$ cat src/rtl/bram_stream_pkg.sv
`default_nettype none
// ============================================================================
// Module      : bram_stream_pkg
// Description : Shared widths and FSM state encoding for the BRAM stream
//               reader and its output buffer.
// Revision    : 1.0 - initial release
// ============================================================================
package bram_stream_pkg;

    localparam int ADDR_W = 10;
    localparam int DATA_W = 8;
    localparam int LEN_W  = 11;

    typedef enum logic [1:0] {
        IDLE  = 2'd0,
        ISSUE = 2'd1,
        DRAIN = 2'd2
    } state_t;

endpackage
`default_nettype wire

$ cat src/rtl/sync_fifo.sv
`default_nettype none
// ============================================================================
// Module      : sync_fifo
// Description : Single-clock FIFO with fall-through head and occupancy count.
//               Head data reads as zero while empty so the stream outputs sit
//               at a known value whenever nothing is valid.
// Revision    : 1.0 - initial release
// ============================================================================
module sync_fifo #(
    parameter int WIDTH = 9,
    parameter int DEPTH = 4
) (
    input  logic                     clk,
    input  logic                     rst_n,
    input  logic                     push,
    input  logic [WIDTH-1:0]         push_data,
    input  logic                     pop,
    output logic [WIDTH-1:0]         pop_data,
    output logic                     empty,
    output logic [$clog2(DEPTH):0]   count
);

    localparam int AW = $clog2(DEPTH);

    logic [AW:0]      r_wr_ptr;
    logic [AW:0]      r_rd_ptr;
    logic [WIDTH-1:0] r_mem [DEPTH];
    logic             w_full;
    logic             w_do_push;
    logic             w_do_pop;

    assign count     = r_wr_ptr - r_rd_ptr;
    assign empty     = (r_wr_ptr == r_rd_ptr);
    assign w_full    = (r_wr_ptr[AW] != r_rd_ptr[AW]) &&
                       (r_wr_ptr[AW-1:0] == r_rd_ptr[AW-1:0]);
    assign w_do_pop  = pop && !empty;
    // A push into a full FIFO is only allowed when the same cycle frees a slot
    assign w_do_push = push && (!w_full || w_do_pop);
    assign pop_data  = empty ? '0 : r_mem[r_rd_ptr[AW-1:0]];

    // Read/write pointer update
    always_ff @(posedge clk or negedge rst_n) begin
        if (!rst_n) begin
            r_wr_ptr <= '0;
            r_rd_ptr <= '0;
        end else begin
            if (w_do_push) r_wr_ptr <= r_wr_ptr + 1'b1;
            if (w_do_pop)  r_rd_ptr <= r_rd_ptr + 1'b1;
        end
    end

    // Storage array write; contents need no reset since empty masks the head
    always_ff @(posedge clk) begin
        if (w_do_push) r_mem[r_wr_ptr[AW-1:0]] <= push_data;
    end

endmodule
`default_nettype wire

$ cat src/rtl/bram_stream_reader.sv
`default_nettype none
// ============================================================================
// Module      : bram_stream_reader
// Description : Turns (address, length) read commands into a byte stream read
//               from a fixed-latency BRAM, with credit-based issue so the
//               output buffer can never overflow under backpressure.
// Revision    : 1.0 - initial release
// ============================================================================
module bram_stream_reader
    import bram_stream_pkg::*;
#(
    parameter int READ_LATENCY = 2,
    parameter int FIFO_DEPTH   = 4
) (
    input  logic              clk,
    input  logic              rst_n,
    input  logic              cmd_valid,
    output logic              cmd_ready,
    input  logic [ADDR_W-1:0] cmd_addr,
    input  logic [LEN_W-1:0]  cmd_len,
    output logic [ADDR_W-1:0] bram_addr,
    output logic              bram_en,
    output logic              bram_we,
    input  logic [DATA_W-1:0] bram_dout,
    output logic              out_valid,
    input  logic              out_ready,
    output logic [DATA_W-1:0] out_data,
    output logic              out_last,
    output logic              busy
);

    localparam int CNT_W = $clog2(FIFO_DEPTH) + 1;

    state_t                  r_state;
    state_t                  w_state_nxt;
    logic [ADDR_W-1:0]       r_addr;
    logic [LEN_W-1:0]        r_remain;
    logic [READ_LATENCY-1:0] r_sr_vld;
    logic [READ_LATENCY-1:0] r_sr_last;
    logic [CNT_W-1:0]        w_fifo_count;
    logic                    w_fifo_empty;
    logic [DATA_W:0]         w_head;
    logic [7:0]              w_inflight;
    logic [15:0]             w_level;
    logic                    w_pop;
    logic                    w_issue;
    logic                    w_issue_last;
    logic                    w_accept;

    assign out_valid    = !w_fifo_empty;
    assign out_data     = w_head[DATA_W-1:0];
    assign out_last     = w_head[DATA_W];
    assign w_pop        = out_valid && out_ready;
    assign w_accept     = (r_state == IDLE) && cmd_valid;
    assign bram_addr    = r_addr;
    assign bram_we      = 1'b0;
    // Reads in flight plus buffered bytes, net of this cycle's pop, must leave
    // a free slot before another read may be issued
    assign w_level      = 16'(w_inflight) + 16'(w_fifo_count) - 16'(w_pop);
    assign w_issue      = (r_state == ISSUE) && (w_level < 16'(FIFO_DEPTH));
    assign w_issue_last = w_issue && (r_remain == LEN_W'(1));

    // Count reads currently travelling through the BRAM pipeline
    always_comb begin
        w_inflight = '0;
        for (int i = 0; i < READ_LATENCY; i++) begin
            w_inflight = w_inflight + 8'(r_sr_vld[i]);
        end
    end

    // FSM state register
    always_ff @(posedge clk or negedge rst_n) begin
        if (!rst_n) r_state <= IDLE;
        else        r_state <= w_state_nxt;
    end

    // FSM next-state logic; zero-length commands are consumed without leaving IDLE
    always_comb begin
        w_state_nxt = r_state;
        case (r_state)
            IDLE:    if (w_accept && (cmd_len != '0)) w_state_nxt = ISSUE;
            ISSUE:   if (w_issue_last)                w_state_nxt = DRAIN;
            DRAIN:   if (w_pop && out_last)           w_state_nxt = IDLE;
            default:                                  w_state_nxt = IDLE;
        endcase
    end

    // FSM outputs
    always_comb begin
        cmd_ready = (r_state == IDLE);
        busy      = (r_state != IDLE);
        bram_en   = w_issue;
    end

    // Command address/length tracking; address wraps naturally at 1024
    always_ff @(posedge clk or negedge rst_n) begin
        if (!rst_n) begin
            r_addr   <= '0;
            r_remain <= '0;
        end else if (w_accept && (cmd_len != '0)) begin
            r_addr   <= cmd_addr;
            r_remain <= cmd_len;
        end else if (w_issue) begin
            r_addr   <= r_addr + 1'b1;
            r_remain <= r_remain - 1'b1;
        end
    end

    // Shift register mirroring the BRAM latency so returning data is tagged
    always_ff @(posedge clk or negedge rst_n) begin
        if (!rst_n) begin
            r_sr_vld  <= '0;
            r_sr_last <= '0;
        end else begin
            r_sr_vld[0]  <= w_issue;
            r_sr_last[0] <= w_issue_last;
            for (int i = 1; i < READ_LATENCY; i++) begin
                r_sr_vld[i]  <= r_sr_vld[i-1];
                r_sr_last[i] <= r_sr_last[i-1];
            end
        end
    end

    sync_fifo #(
        .WIDTH (DATA_W + 1),
        .DEPTH (FIFO_DEPTH)
    ) u_fifo (
        .clk       (clk),
        .rst_n     (rst_n),
        .push      (r_sr_vld[READ_LATENCY-1]),
        .push_data ({r_sr_last[READ_LATENCY-1], bram_dout}),
        .pop       (w_pop),
        .pop_data  (w_head),
        .empty     (w_fifo_empty),
        .count     (w_fifo_count)
    );

endmodule
`default_nettype wire

$ cat config.mk
export PLATFORM = sky130hd
export DESIGN_NAME = bram_stream_reader
export DESIGN_NICKNAME = d
export VERILOG_FILES = /design/src/rtl/bram_stream_pkg.sv /design/src/rtl/sync_fifo.sv /design/src/rtl/bram_stream_reader.sv
export SDC_FILE = /design/constraint.sdc
export NUM_CORES = 1
export LEC_CHECK = 0
export BUFFER_PORTS_ARGS = -buffer_cell sky130_fd_sc_hd__buf_2
export CAP_MARGIN = 20
export CORE_UTILIZATION = 54
export DETAILED_ROUTE_END_ITERATION = 8
export PLACE_DENSITY = 0.81
export SYNTH_ARGS = -nofsm -noshare
export SYNTH_HDL_FRONTEND = slang
export SYNTH_HIERARCHICAL = 1
export SYNTH_SLANG_ARGS = --single-unit
$ cat constraint.sdc
create_clock -name clk -period 5.2 [get_ports clk]
set_clock_uncertainty 0.2 [all_clocks]
set_input_delay 0.52 -clock clk [delete_from_list [all_inputs] [get_ports clk]]
set_output_delay 0.52 -clock clk [all_outputs]
set_load 0.005 [all_outputs]
; ---- Word level (Yosys, flattened, before mapping)
; Memories as Yosys holds them, arrays and structs flattened.
; Cells that the tools add are included.
[totals]
reg_bits = 33
mem_bits_rw = 36
inputBits = 33
out_inout_bits = 24
n_memories = 1
[classes]
add_sub_neg = 8
n_lt_le_gt_ge = 1
eq_ne = 9
n_mux = 11
reduce_logical = 17
[memory_table]
columns = memory, depth, width, rd, rd_clocked_by_memory_dff, write_ports, line
row1 = u_fifo.r_mem, 4, 9, 1, 0, 1, sync_fifo.sv:27  ; logic [WIDTH-1:0] r_mem [DEPTH];
[ops]
columns = op, n
row1 = 2-to-1 mux 11 bit, 2
row2 = 2-to-1 mux 10 bit, 2
row3 = < comparator 16 x 3 -> 1 bit (second input constant), 1
row4 = == test 11 x 1 -> 1 bit (second input constant), 1
row5 = nonzero test 11 bit, 1
row6 = subtractor 11 x 1 -> 11 bit (second input constant), 1
row7 = adder 10 x 1 -> 10 bit (second input constant), 1
row8 = subtractor 9 x 1 -> 10 bit, 1
row9 = adder 8 x 3 -> 9 bit, 1
row10 = logical AND 1 bit, 9
row11 = 2-to-1 mux 9 bit, 1
row12 = adder 3 x 1 -> 3 bit (second input constant), 2
row13 = 2-to-1 mux 2 bit, 3
row14 = case mux 2 bit (3 select lines), 1
row15 = != test 2 bit (second input constant), 2
row16 = nonzero test 2 bit, 2
row17 = == test 3 bit, 1
row18 = AND reduction 3 bit, 1
row19 = subtractor 3 bit, 1
row20 = adder 1 x 1 -> 2 bit, 1
row21 = == test 2 x 1 -> 1 bit (second input constant), 1
row22 = == test 2 bit, 1
row23 = == test 2 bit (second input constant), 1
row24 = zero test 1 bit, 2
row25 = 5 further kinds, 6

; ---- Logic depth before layout (Yosys ltp)
; Gate-level depths: netlist (run 1).
[logic_depth]
word_depth = 9
depth_mapped = 19
ltp_nobuf = 17

; ---- Cells and area by module
; Netlist (run 1), hierarchy kept.
[modules_own_cells]
columns = module, n_inst, cells_each, area_each_um2, seq_area_each_um2
row1 = sync_fifo, 1, 99, 1799.2, 1231.2
row2 = bram_stream_reader, 1, 179, 1695.4, 675.6

; ---- Worst setup path after synthesis (run 1)
; No wires, ideal clock.
[synth_path]
kind = reg2reg
from = register u_fifo.r_rd_ptr[1]
to = register r_remain[8]
setup_time_ns = 0.127
arrival_ns = 4.025
required_time_ns = 4.873
setup_slack_ns = 0.849
path_stages_with_launch = 20
path_buffers = 2
synth_period_minus_slack_ns = 4.351
cell_sequence = dfrtp_1 buf_2 inv_1 ha_1 nand2_1 nor2_1 nor2b_1 ha_1 inv_1 ha_1 and3b_1 o21a_1 nor2_1 ha_1 and4bb_2 or3b_1 o211ai_2 buf_2 o21ai_0 a221o_2
[synth_via]
elab_chain_len = 7
elab_cells_between_ends = 9
[synth_rtl]
columns = item, line
row1 = start: declaration, sync_fifo.sv:26  ; logic [AW:0] r_rd_ptr;
row2 = start signal: assignment, sync_fifo.sv:48  ; if (w_do_pop) r_rd_ptr <= r_rd_ptr + 1'b1;
row3 = == test 3 bit, sync_fifo.sv:33  ; assign empty = (r_wr_ptr == r_rd_ptr);
row4 = net w_fifo_empty, bram_stream_reader.sv:41  ; logic w_fifo_empty;
row5 = zero test 1 bit, bram_stream_reader.sv:50  ; assign out_valid = !w_fifo_empty;
row6 = logical AND 1 bit, bram_stream_reader.sv:53  ; assign w_pop = out_valid && out_ready;
row7 = net w_pop, bram_stream_reader.sv:45  ; logic w_pop;
row8 = subtractor 9 x 1 -> 10 bit, bram_stream_reader.sv:59  ; assign w_level = 16'(w_inflight) + 16'(w_fifo_count) - 16'(w_pop);
row9 = < comparator 16 x 3 -> 1 bit, bram_stream_reader.sv:60  ; assign w_issue = (r_state == ISSUE) && (w_level < 16'(FIFO_DEPTH));
row10 = logical AND 1 bit, bram_stream_reader.sv:60
row11 = nonzero test 2 bit (no source line), n/a
row12 = end signal: assignment, bram_stream_reader.sv:102  ; r_remain <= cmd_len;
row13 = end signal: assignment, bram_stream_reader.sv:105  ; r_remain <= r_remain - 1'b1;
row14 = end: declaration, bram_stream_reader.sv:37  ; logic [LEN_W-1:0] r_remain;
; The timed path passes the listed nets, and every way through them passes these cells.
; A chain may end at the register's enable or synchronous reset.

; ---- Worst setup path after layout (run 1)
[layout_path]
from = register u_fifo.r_wr_ptr[0]
to = output port bram_en
[layout_via]
elab_chain_len = 6
elab_cells_between_ends = 8
[layout_rtl]
columns = item, line
row1 = start: declaration, sync_fifo.sv:25  ; logic [AW:0] r_wr_ptr;
row2 = start signal: assignment, sync_fifo.sv:47  ; if (w_do_push) r_wr_ptr <= r_wr_ptr + 1'b1;
row3 = == test 3 bit, sync_fifo.sv:33
row4 = net w_fifo_empty, bram_stream_reader.sv:41
row5 = zero test 1 bit, bram_stream_reader.sv:50
row6 = logical AND 1 bit, bram_stream_reader.sv:53
row7 = net w_pop, bram_stream_reader.sv:45
row8 = subtractor 9 x 1 -> 10 bit, bram_stream_reader.sv:59
row9 = < comparator 16 x 3 -> 1 bit, bram_stream_reader.sv:60
row10 = logical AND 1 bit, bram_stream_reader.sv:60
row11 = end: declaration, bram_stream_reader.sv:22  ; output logic bram_en,
; The timed path passes the listed nets, and every way through them passes these cells.

==> flow_summary.yaml, run 1 <==
global_routing:
  grt_overflow: 0
  grt_pass1_wl_um: 10830
  grt_max_degree: 34
  antenna_found_initial: 0
  grt_pass1_vias: 2251
  grt_usage_pct: 22.38
cts:
  cts_hold_buf: 0
  clockBufferDepth: 2
  cts-resized-gates: 0
  numClockSinks: 69
  cts_tree: "yes"
  cts_buffers: 9
  cts_setup_buffers: 0
  ctsHtreeMaxLevel: 3
  cts_root_buffer: "clkbuf_8"
  cts.clk_slew.worst_paths_ps: 70
  clk_latency_ps: 340
timing:
  rsz0062_at_grt: "no"
  setup_tns_ps: 0
  max_freq_mhz: 212.4
  tightest_slew_ps: 779.5
  drv_slew: 0
  hold_viol: 0
  min_period_ps: 4709
  min_period_over_period_pct: 90.55
  setup_viol: 0
  slew_headroom_pct: 47.91
placement:
  globalplace.congestion: 0.8348
  dp.cells: 402
  hpwl_um: 4931
  portBuffers: 55
worst_setup_path:
  worstSetupPathType: "reg2out"
  path_cells: "inv_1 -> ha_1 -> nand2_1 -> nor2_1 -> nor2b_1 -> ha_1 -> inv_1 -> ha_1 -> and3b_1 -> o21a_1 -> nor2_1 -> ha_1 -> and4bb_2 -> o21ai_2 -> inv_2 -> buf_2"
  cp_common_cell: "ha_1"
  path_buf_inv: 4
  critPathSlowestCell: "dfrtp_1"
  cp-start-kind: "flip-flop"
  rrSetupSlack_ps: 540
  crit_path_max_incr_delay_ps: 380
  critPathTopFamily: "simple AND/OR/NAND/NOR gates"
  path_max_fanout: 19
  cp_data_arrival_time_ps: 3990
  required_ps: 4480
  end_kind: "output port"
synthesis:
  synth_seq_area_share_pct: 54.56
  synth_cell_type_count: 63
  syn-instance-count: 278
  ys.flop_type: "edfxtp_1"
  syn_area_per_cell_um2: 12.57
  syn_area_um2: 3495
  syn-num-nets: 329
  synth-edff-count: 36
  ys.warnings.count: 6
  ys_async_sr_fraction_pct: 47.83
  ys_seq_elements: 69
drt:
  first_pass_iters: 6
  ant_nets: 0
  viasPerCell: 5.871
  routed_wirelength_um: 7030
  wl_per_cell_um: 16.82
  drc: 0
  vias: 2454
  drt-initial-drc-count: 158
layout:
  fillers: 466
  mostFrequentLayoutCells: "55 x buf_2, 36 x edfxtp_1, 33 x dfrtp_1, 20 x inv_1, 17 x ha_1"
  nNetsFinal: 389
  n_antenna_cell: 0
  final_common_cell: "buf_2"
  drive_gt1_share_pct: 29.45
  final_cells: 418
  syn_to_final_growth_pct: 15.07
outcome:
  outcome: "complete, no violations"
min_path:
  min_path_type: "in2async"
power:
  power_density_nw_per_um2: 730.9
  ir_worst_vdd_v: 0.0005377
  p_leak_nw: 1.681
  intPower_mw: 1.647
  p_sw_share_pct: 43.96
  power_mw: 2.939
  power_frac_clock_pct: 14.4
  combPwrFrac_pct: 58.0
  p_sw_mw: 1.292
  seqPwrFrac_pct: 27.6
floorplanning:
  rows: 28
  initial_core_util_pct: 57.33
  die-area_um2: 6797
  core_area_um2: 6096
  pin_count: 57
  die_height_um: 82.45
  die_x_um: 82.45
flow_run:
  drv_cap: 0
==> metrics by stage <==
stage | area [µm²] | worst slack (ps) | hold slack, ps | util, %
after floorplan | 3495 | 849.0 | 24.41 | -
after global placement | 3830 | 800.6 | 132.0 | 62.83
after detailed placement | 3830 | 622.6 | 151.1 | 62.83
after CTS | 4021 | 480.0 | 48.86 | 65.97
after global routing | 4021 | 178.9 | 89.59 | 65.97
final | 4021 | 491.3 | 40.98 | 65.97
==> layer usage <==
layer | global-route usage (%) | share of wire (%) | up-vias
met1 | 32.60 | 46 | 1207
met2 | 33.31 | 47 | 77
met3 | 4.396 | 5.4 | 7
li1 | - | - | 1163
met4 | 8.246 | 1.2 | 0
met5 | 0 | 0 | -
==> power by group through the flow <==
stage | combinational, mW | sequential [mW] | clock, mW
finish | 1.70 | 0.811 | 0.423
global route | 1.90 | 0.824 | 0.449
CTS | 1.71 | 0.807 | 0.430
detailed placement | 1.69 | 0.815 | 0
global placement | 1.62 | 0.808 | 0
floorplan | 1.25 | 0.795 | 0
==> path summary, 6_finish.rpt <==
path	startpoint	to	cells after the start
setup / recovery	u_fifo/r_wr_ptr[0]$_DFFE_PN0P_	bram_en	16
hold / removal	rst_n	u_fifo/r_rd_ptr[1]$_DFFE_PN0P_	1
setup reg to reg	u_fifo/r_wr_ptr[0]$_DFFE_PN0P_	r_remain[4]$_DFFE_PN0P_	17
hold reg to reg	r_sr_last[0]$_DFF_PN0_	r_sr_last[1]$_DFF_PN0_	0
max in group asynchronous	rst_n	bram_addr[5]$_DFFE_PN0P_	1
min in group clk	r_sr_last[0]$_DFF_PN0_	r_sr_last[1]$_DFF_PN0_	0
==> area by class of cell <==
type | instances | area, µm² | area share (%)
flip-flops and latches | 69 | 1907 | 47.42
multi-input cells | 178 | 1445 | 35.94
repair buffers | 59 | 305.3 | 7.592
clock buffers | 11 | 131.4 | 3.267
well taps | 75 | 93.84 | 2.334
inverters | 21 | 78.83 | 1.960
clock inverters | 5 | 60.06 | 1.493
==> state kept, by name, summed over array words and instances (netlist names) <==
name	cells
u_fifo/r_mem	36
u_fifo/r_rd_ptr	3
bram_addr	10
r_sr_vld	2
r_sr_last	2
r_remain	11
u_fifo/r_wr_ptr	3
r_state	2
==> synthesized netlist by cell type (3+ instances only) <==
cell      count  area [µm²]
xor2_1        3       26.28
inv_1        20       75.07
nand3_1       5       25.02
nor2_1       16       60.06
edfxtp_1     36        1081
nor3b_1       4       30.03
o211ai_1      4       30.03
ha_1         17       212.7
nand2_1      16       60.06
a31oi_1       7       43.79
o21ai_0      13       65.06
or3_1         4       25.02
dfrtp_1      33       825.8
a221o_2       4       45.04
buf_2         3       15.01
nor3_1        7       35.03
nor2b_1      10       62.56
o21ai_1       3       15.01
xnor2_1       4       35.03
o31ai_1       3       22.52
a221o_1       4       40.04
clkbuf_1      3       11.26
mux4_2        9       202.7
and2_1        4       25.02
==> worst register-to-register path, cell delays in order (launching register included) <==
cell      delay (ps)
dfrtp_1          380
inv_1            120
ha_1             370
nand2_1          110
nor2_1            70
nor2b_1          330
ha_1             210
inv_1             40
ha_1             260
and3b_1          230
o21a_1           210
nor2_1            60
ha_1             260
and4bb_2         280
or3b_1           380
o211ai_2         420
a21bo_1          270
a221o_2          330
==> kinds of logic after synthesis <==
| family | count (synthesis) | synth area share, % |
|---|---|---|
| AND/OR/NAND/NOR | 82 | 13.10 |
| flip-flops | 69 | 54.57 |
| AO/OA/AOI/OAI | 58 | 12.75 |
| buffers and inverters | 31 | 4.188 |
| adder cells (fa/ha/maj) | 18 | 6.659 |
| multiplexers | 12 | 6.874 |
| XOR/XNOR | 7 | 1.754 |
| other | 1 | 0.1073 |
(Power assumes the default switching activity.)
==> run 2: changes to the inputs <==
--- a/config.mk
+++ b/config.mk
@@ -9,7 +9,9 @@
 export CAP_MARGIN = 20
 export CORE_UTILIZATION = 54
 export DETAILED_ROUTE_END_ITERATION = 8
+export GPL_TIMING_DRIVEN = 0
 export PLACE_DENSITY = 0.81
+export RECOVER_POWER = 50
 export SYNTH_ARGS = -nofsm -noshare
 export SYNTH_HDL_FRONTEND = slang
 export SYNTH_HIERARCHICAL = 1
==> flow_summary.yaml, run 2 (synthesis results as in run 1) <==
outcome:
  outcome: "finished, violations left"
  failed_checks: "capacitance limit, slew limit"
layout:
  syn_to_final_growth_pct: 15.90
  mostFrequentLayoutCells: "47 x buf_2, 36 x edfxtp_1, 33 x dfrtp_1, 20 x inv_1, 17 x ha_1"
  multi_input_area_um2: 1455
  regArea_um2: 1907
  final_cells: 423
  final_common_cell: "buf_2"
  largest_reg_flops: 36
  fillers: 477
  nNetsFinal: 395
  n_antenna_cell: 0
  drive_gt1_share_pct: 27.59
timing:
  setup_viol: 0
  max_freq_mhz: 206.0
  rsz0062_at_grt: "no"
  setup_tns_ps: 0
  min_period_over_period_pct: 93.34
  hold_viol: 0
  slew_headroom_pct: -24.67
  drv_slew: 34
  tightest_slew_ps: 1870
  min_period_ps: 4853
flow_run:
  drv_cap: 1
drt:
  ant_nets: 0
  drt-initial-drc-count: 149
  vias: 2522
  drc: 0
  wl_per_cell_um: 17.38
  viasPerCell: 5.962
  first_pass_iters: 5
  routed_wirelength_um: 7353
global_routing:
  grt_pass1_vias: 2469
  antenna_found_initial: 0
  grt_usage_pct: 24.67
  grt_pass1_wl_um: 11790
  grt_max_degree: 34
  grt_overflow: 0
floorplanning:
  die_x_um: 82.45
  core_area_um2: 6096
  initial_core_util_pct: 57.33
  pin_count: 57
  die-area_um2: 6797
  die_height_um: 82.45
  rows: 28
cts:
  cts_tree: "yes"
  clockBufferDepth: 2
  clk_latency_ps: 350
  ctsHtreeMaxLevel: 3
  cts_hold_buf: 0
  cts.clk_slew.worst_paths_ps: 80
  cts_root_buffer: "clkbuf_8"
  numClockSinks: 69
  cts_setup_buffers: 0
  cts_buffers: 9
power:
  p_leak_nw: 1.677
  power_density_nw_per_um2: 744.1
  ir_worst_vdd_v: 0.0006778
  power_mw: 3.014
placement:
  dp.cells: 408
  portBuffers: 55
  hpwl_um: 5075
  globalplace.congestion: 0.8088
worst_setup_path:
  cp_common_cell: "ha_1"
  required_ps: 5220
  worstSetupPathType: "reg2reg"
  cp-start-kind: "flip-flop"
  path_max_fanout: 11
  critPathSlowestCell: "dfrtp_1"
  path_cells: "buf_2 -> inv_1 -> ha_1 -> nand2_1 -> nor2_4 -> nor2b_2 -> ha_1 -> inv_1 -> ha_1 -> and3b_1 -> o21a_1 -> nor2_1 -> ha_1 -> and4bb_2 -> or3b_1 -> o211ai_2 -> buf_2 -> o21ai_0 -> a221o_2"
  end_kind: "flip-flop"
  cp_data_arrival_time_ps: 4880
  crit_path_max_incr_delay_ps: 460
min_path:
  min_path_type: "reg2reg"
==> run 2: changes by cell type in the layout (fill, tap and decap cells not counted), moves of 2 or more <==
| cell | before | now |
|---|---|---|
| clkinv_2 | 1 | 3 |
| buf_2 | 55 | 47 |
| clkbuf_1 | 2 | 14 |
| buf_4 | 4 | 2 |
==> run 2: what timing repair did <==
| item | CTS | global route |
|---|---|---|
| pin swaps | 0 | 0 |
| resized for setup | 1 | 3 |
| setup endpoints to repair | 10 | 13 |
==> run 2: final cells by class <==
class                      count  share of cell area (%)
clock buffer                   9                   3.058
timing repair buffer          55                   6.457
tap                           75                   2.317
clock inverter                 6                   1.545
inverter                      21                   1.946
buffer                        10                   1.668
sequential                    69                   47.08
multi-input combinational    178                   35.93
==> run 2: per-layer routing <==
metal / vias to the layer above / share of wire (%) / routed length (µm) / track usage, %
li1: 1174 / - / - / -
met1: 1237 / 43 / 3168 / 31.78
met2: 95 / 49 / 3595 / 39.26
met3: 16 / 6.3 / 466 / 7.363
met4: 0 / 1.7 / 123 / 9.649
met5: - / 0 / 0 / 0
==> run 2: path summary, 6_finish.rpt <==
kind	slack, ps	cells after the start	to	start
max	350	19	r_remain[6]$_DFFE_PN0P_	u_fifo/r_rd_ptr[1]$_DFFE_PN0P_
min	150	0	r_sr_last[1]$_DFF_PN0_	r_sr_last[0]$_DFF_PN0_
max reg2reg	350	19	r_remain[6]$_DFFE_PN0P_	u_fifo/r_rd_ptr[1]$_DFFE_PN0P_
min reg2reg	150	0	r_sr_last[1]$_DFF_PN0_	r_sr_last[0]$_DFF_PN0_
max in group asynchronous	3230	1	r_sr_vld[1]$_DFF_PN0_	rst_n
min in group asynchronous	470	1	u_fifo/r_wr_ptr[0]$_DFFE_PN0P_	rst_n
==> run 2: per-stage QoR <==
stage | worst slack, ps | area, µm² | hold WS (ps) | util, %
after floorplan | 849.0 | 3495 | 24.41 | -
after global placement | 19.37 | 3864 | 140.7 | 63.38
after detailed placement | -28.61 | 3864 | 134.7 | 63.38
after CTS | 31.38 | 4053 | 55.54 | 66.48
after global routing | 26.14 | 4050 | 175.8 | 66.44
final | 346.5 | 4050 | 150.0 | 66.44
==> run 2: worst max-delay path, delay by kind of cell, from the launching register on <==
kind                     cells  cell delay, ps
adder cells (fa/ha/maj)      4            1030
buffers and inverters        4             670
flip-flops                   1             460
AND/OR/NAND/NOR              7            1470
AO/OA/AOI/OAI                4             900
==> run 2: report_power, final <==
| group | internal, mW | leakage, nW | switching, mW |
|---|---|---|---|
| Sequential | 0.702 | 0.737 | 0.113 |
| Combinational | 0.725 | 0.841 | 1.05 |
| Clock | 0.219 | 0.0992 | 0.203 |
| Total | 1.65 | 1.68 | 1.37 |
